--- src/rtl/axi_ip_rx.sv ---
// IPv4 receive parser: validates the fixed 20-byte header and forwards the UDP payload with Ethernet padding trimmed.
// Optional header checksum verification is built when AXI_IP_RX_CHECKSUM_EN is defined.
module axi_ip_rx #(
    parameter logic [15:0] IP_MSB = 16'hc0a8,
    parameter logic [15:0] IP_LSB = 16'h0602
) (
    input  logic        clk,
    input  logic        aresetn,
    input  logic [7:0]  s_axis_tdata,
    input  logic        s_axis_tvalid,
    input  logic        s_axis_tlast,
    output logic        s_axis_tready,
    output logic [7:0]  m_axis_tdata,
    output logic        m_axis_tvalid,
    output logic        m_axis_tlast,
    output logic        m_axis_tuser,
    input  logic        m_axis_tready,
    output logic        ip_hdr_valid,
    output logic [31:0] ip_hdr_src_ip,
    output logic [31:0] ip_hdr_dst_ip,
    output logic [15:0] ip_hdr_length,
    output logic        ip_drop
);

    typedef enum logic [1:0] {HDR, PAYLOAD, DROP} state_t;

    state_t      state_reg;
    logic [4:0]  idx_reg;
    logic [15:0] total_len_reg;
    logic [15:0] rem_reg;
    logic [31:0] src_reg;
    logic [23:0] dst_hi_reg;
    logic        ver_ok_reg;
    logic        frag_bad_reg;
    logic        proto_ok_reg;

    logic        accept;
    logic [31:0] dst_full;
    logic        dst_ok;
    logic        csum_ok;
    logic        hdr_ok;

`ifdef AXI_IP_RX_CHECKSUM_EN
    logic [7:0]  csum_hi_reg;
    logic [15:0] csum_reg;
    logic [15:0] csum_next;

    function automatic logic [15:0] csum_add(input logic [15:0] a, input logic [15:0] b);
        logic [16:0] s;
        s = {1'b0, a} + {1'b0, b};
        return s[15:0] + {15'd0, s[16]};
    endfunction

    // Word completes on each odd index; index 1 starts a fresh sum.
    assign csum_next = csum_add((idx_reg == 5'd1) ? 16'd0 : csum_reg, {csum_hi_reg, s_axis_tdata});
    assign csum_ok   = (csum_next == 16'hffff);
`else
    assign csum_ok = 1'b1;
`endif

    assign accept   = s_axis_tvalid && s_axis_tready;
    assign dst_full = {dst_hi_reg, s_axis_tdata};
    assign dst_ok   = (dst_full == {IP_MSB, IP_LSB}) || (dst_full == 32'hffff_ffff);
    assign hdr_ok   = ver_ok_reg && (total_len_reg >= 16'd21) && !frag_bad_reg
                      && proto_ok_reg && dst_ok && csum_ok;

    // Payload path is a straight combinational pass-through while in PAYLOAD.
    always_comb begin
        s_axis_tready = 1'b1;
        m_axis_tdata  = s_axis_tdata;
        m_axis_tvalid = 1'b0;
        m_axis_tlast  = 1'b0;
        m_axis_tuser  = 1'b0;
        if (state_reg == PAYLOAD) begin
            s_axis_tready = m_axis_tready;
            m_axis_tvalid = s_axis_tvalid;
            m_axis_tlast  = (rem_reg == 16'd1) || s_axis_tlast;
            m_axis_tuser  = s_axis_tlast && (rem_reg > 16'd1);
        end
    end

    always_ff @(posedge clk) begin
        if (!aresetn) begin
            state_reg     <= HDR;
            idx_reg       <= 5'd0;
            total_len_reg <= 16'd0;
            rem_reg       <= 16'd0;
            src_reg       <= 32'd0;
            dst_hi_reg    <= 24'd0;
            ver_ok_reg    <= 1'b0;
            frag_bad_reg  <= 1'b0;
            proto_ok_reg  <= 1'b0;
            ip_hdr_valid  <= 1'b0;
            ip_hdr_src_ip <= 32'd0;
            ip_hdr_dst_ip <= 32'd0;
            ip_hdr_length <= 16'd0;
            ip_drop       <= 1'b0;
`ifdef AXI_IP_RX_CHECKSUM_EN
            csum_hi_reg   <= 8'd0;
            csum_reg      <= 16'd0;
`endif
        end else begin
            ip_drop <= 1'b0;
            case (state_reg)
                HDR: begin
                    if (accept) begin
                        case (idx_reg)
                            5'd0: begin
                                ver_ok_reg   <= (s_axis_tdata == 8'h45);
                                ip_hdr_valid <= 1'b0;
                            end
                            5'd2:  total_len_reg[15:8] <= s_axis_tdata;
                            5'd3:  total_len_reg[7:0]  <= s_axis_tdata;
                            5'd6:  frag_bad_reg <= s_axis_tdata[5] || (s_axis_tdata[4:0] != 5'd0);
                            5'd7:  frag_bad_reg <= frag_bad_reg || (s_axis_tdata != 8'd0);
                            5'd9:  proto_ok_reg <= (s_axis_tdata == 8'd17);
                            5'd12, 5'd13, 5'd14, 5'd15: src_reg <= {src_reg[23:0], s_axis_tdata};
                            5'd16, 5'd17, 5'd18: dst_hi_reg <= {dst_hi_reg[15:0], s_axis_tdata};
                            default: ;
                        endcase
`ifdef AXI_IP_RX_CHECKSUM_EN
                        if (!idx_reg[0])
                            csum_hi_reg <= s_axis_tdata;
                        else
                            csum_reg <= csum_next;
`endif
                        if (s_axis_tlast) begin
                            ip_drop <= 1'b1;
                            idx_reg <= 5'd0;
                        end else if (idx_reg == 5'd19) begin
                            idx_reg <= 5'd0;
                            if (hdr_ok) begin
                                state_reg     <= PAYLOAD;
                                rem_reg       <= total_len_reg - 16'd20;
                                ip_hdr_valid  <= 1'b1;
                                ip_hdr_src_ip <= src_reg;
                                ip_hdr_dst_ip <= dst_full;
                                ip_hdr_length <= total_len_reg - 16'd20;
                            end else begin
                                state_reg <= DROP;
                                ip_drop   <= 1'b1;
                            end
                        end else begin
                            idx_reg <= idx_reg + 5'd1;
                        end
                    end
                end
                PAYLOAD: begin
                    if (accept) begin
                        rem_reg <= rem_reg - 16'd1;
                        // Frame end wins; reaching the length first means padding follows.
                        if (s_axis_tlast)
                            state_reg <= HDR;
                        else if (rem_reg == 16'd1)
                            state_reg <= DROP;
                    end
                end
                DROP: begin
                    if (accept && s_axis_tlast)
                        state_reg <= HDR;
                end
                default: state_reg <= HDR;
            endcase
        end
    end

endmodule

--- config.mk ---
export PLATFORM = sky130hd
export DESIGN_NAME = axi_ip_rx
export DESIGN_NICKNAME = d
export VERILOG_FILES = /design/src/rtl/axi_ip_rx.sv
export SDC_FILE = /design/constraint.sdc
export NUM_CORES = 1
export LEC_CHECK = 0
export CAP_MARGIN = 20
export CORE_MARGIN = 1
export CORE_UTILIZATION = 43
export CTS_BUF_LIST = sky130_fd_sc_hd__clkbuf_4 sky130_fd_sc_hd__clkbuf_8
export CTS_CLUSTER_DIAMETER = 60
export CTS_CLUSTER_SIZE = 10
export DETAILED_ROUTE_END_ITERATION = 10
export MAX_ROUTING_LAYER = met4
export PLACE_DENSITY = 0.65
export SLEW_MARGIN = 20
export SYNTH_ARGS = -nofsm -noshare
export SYNTH_HDL_FRONTEND = slang
export SYNTH_SLANG_ARGS = --single-unit
--- constraint.sdc ---
create_clock -name clk -period 2.7 [get_ports clk]
set_input_delay 0.54 -clock clk [delete_from_list [all_inputs] [get_ports clk]]
set_output_delay 0.54 -clock clk [all_outputs]
set_load 0.01 [all_outputs]
==> summary.md <==
| Metric | Value |
|---|---|
| Run status | `complete, no violations` |
| RSZ-0062 raised after global routing | `false` |
| Clock Root Buffer | `clkbuf_8` |
| Post-Synthesis Net Count | `945` |
| TritonCTS Buffers | `17` |
| Clk slew on worst S/H paths | `0.09 ns` |
| Final hold vios | `0` |
| Synthesis-stage register bit count | `180` |
| Maximum VDD drop | `0.338 mV` |
| Leakage power | `3.27 nW` |
| CTS Buffer Depth | `2` |
| Filler cells | `1659` |
| FF+latch area | `3600 sq um` |
| Final core utilization | `55.1%` |
| Initial antenna violation count | `0` |
| Async SR Flop Fraction | `0%` |
| Hold Slack | `0.457 ns` |
| Finish-stage setup viols | `0` |
| FP Rows | `48` |
| Die area | `18300 sq um` |
| Fin. max-slew vios | `0` |
| Top Metal Used | `met4` |
| Cell Area, Synth | `7630 sq um` |
| First-pass GRT wire length | `31300 microns` |
| Placed cell area | `9090 sq um` |
| Vias/cell | `5.35` |
| Worst min path class | `register to register` |
| Multi-input gate area | `3640 sq um` |
| Area contributors post-synth | `dfxtp_1 47%, nand2_1 10%, a21oi_1 9.0%, nor2_1 4.1%, mux2i_1 3.4%` |
| Skew-Pair Late Insertion Delay | `0.47 ns` |
| Worst relative slew slack | `55.9%` |
| Ys flop type | `dfxtp_1` |
| CTS Hold Buffers Added | `0` |
| Sequential cell area fraction in the yosys report | `47.2%` |
| Count of buffers from port buffering | `106` |
| Mapped Avg Cell Area | `8.27 sq um` |
| Die width | `135 microns` |
| Final Critical Period | `2.61 ns` |
| Yosys warnings | `0` |
| Residual DRC | `0` |
| Vias in the first global route | `6132` |
| Initial Util | `44.1%` |
| Max cap viols | `0` |
| Setup crit end kind | `primary output` |
| Mapped Cells | `923` |
| Critical path type | `register to primary output` |
| H-tree level count | `4` |
| P per Cell Area | `508 nW/um^2` |
| Worst Path Max Fanout | `3` |
| Detail Route met2 WL | `8600 microns` |
| Hold Crit Depth | `2` |
| Design Area, Final | `9530 sq um` |
| Top-area cell type share of the netlist area | `47.2%` |
| Clock Sinks | `180` |
| Core box area | `17300 sq um` |
| Unique masters post-synth | `61` |
| Synth area leader | `dfxtp_1` |
| Most common cell in the netlist | `nand2_1` |
| Routed wire length per instance | `15.3 microns` |
| Total grt overflow | `0` |
| Met3 wire length | `1150 microns` |
| Worst path required time | `2.16 ns` |
| Drt first pass iters | `5` |
| Total Wirelength | `19300 microns` |
| Reg2Reg Depth | `6` |
| Nets | `1041` |
| Worst Tran Pin Value | `0.661 ns` |
| Post-DRT Antenna Nets | `0` |
| Final period utilization | `96.7%` |
| # diodes | `0` |
| Setup Skew | `0.0124 ns` |
| CP arrival | `2.07 ns` |
| M1 WL | `9120 microns` |
| Detail Placement HPWL | `13100 microns` |
| Post-synth EDFFs | `0` |
| Maximum clock frequency | `383 MHz` |
| Ratio of cells with drive above 1 in the final layout | `10.6%` |
| GP Congestion | `0.871` |
| Largest net degree at the start of global routing | `56` |
| Die extent in y | `135 microns` |
| Synth top cells by count | `207 x nand2_1, 180 x dfxtp_1, 137 x a21oi_1` |
| Fin Setup TNS | `0 ns` |
| Area grow syn2layout | `24.9%` |
| Global Route Usage Sum | `22.3%` |
| TritonCTS clock tree | `yes` |
| Setup bufs post-CTS | `0` |
| DR iter-0 viols | `410` |
| Worst setup SP type | `register` |
| Vias | `6722` |
| IO Pins | `107` |
-- critical path, cell delays in order, from the launching register on --
cell	delay, ns
dfxtp_1	0.37
inv_1	0.09
ha_1	0.22
o2111ai_1	0.22
and3_1	0.18
clkdlybuf4s50_1	0.53
-- area by class of cell --
class	instances	area share, %
multi-input cells	656	38.2
flip-flops and latches	180	37.8
clock buffers	20	2.69
inverters	13	0.538
clock inverters	12	1.77
well taps	225	2.95
repair buffers	151	16.0
-- layer usage --
layer  GRT usage [%]  vias up
met1            29.8     3101
met4            7.43        0
met2            33.2      222
met5               -        -
li1                -     3366
met3            5.13       33
-- final timing paths --
kind                startpoint           endpoint  slack [ns]
min          ip_hdr_src_ip[29]  ip_hdr_src_ip[29]        0.46
max                 rem_reg[0]       m_axis_tuser        0.09
max reg2reg     dst_hi_reg[21]         rem_reg[0]        0.42
min reg2reg  ip_hdr_src_ip[29]  ip_hdr_src_ip[29]        0.46
-- cell families after synthesis --
group	count (synthesis)	synth area share, %
AO/OA/AOI/OAI	219	18.0
XOR/XNOR	11	1.26
adder cells (fa/ha/maj)	9	1.48
buffers and inverters	87	5.47
flip-flops	180	47.2
multiplexers	26	3.41
AND/OR/NAND/NOR	391	23.2
-- stage by stage --
step	instances	worst slack, ns	total power [mW]
floorplan	923	0.672	2.83
global placement	1225	0.0564	2.92
detailed placement	1225	0.0122	2.91
CTS	1257	0.0372	4.88
global route	1257	0.0252	5.01
finish	1257	0.0898	4.84
-- repair_timing --
action,CTS,global route
setup endpoints to repair,1,3
gates cloned,0,0
resized for setup,2,2
pin swaps,1,0
-- cell usage in the layout (no fill, tap or decap), types with 17 or more instances in the layout --
cell type        count
nor2_1              83
mux2i_1             26
a21oi_1            137
clkbuf_8            17
nand2_1            207
buf_4               35
dfxtp_1            179
nand3_1             28
clkdlybuf4s50_1    105
-- power breakdown --
part	internal [mW]	switching (mW)	total (mW)	leakage (nW)
clock	0.967	1.02	1.98	0.211
sequential	2.66	0.00378	2.66	1.45
combinational	0.0724	0.122	0.195	1.61
No activity file was read; power rests on OpenSTA's default activity.
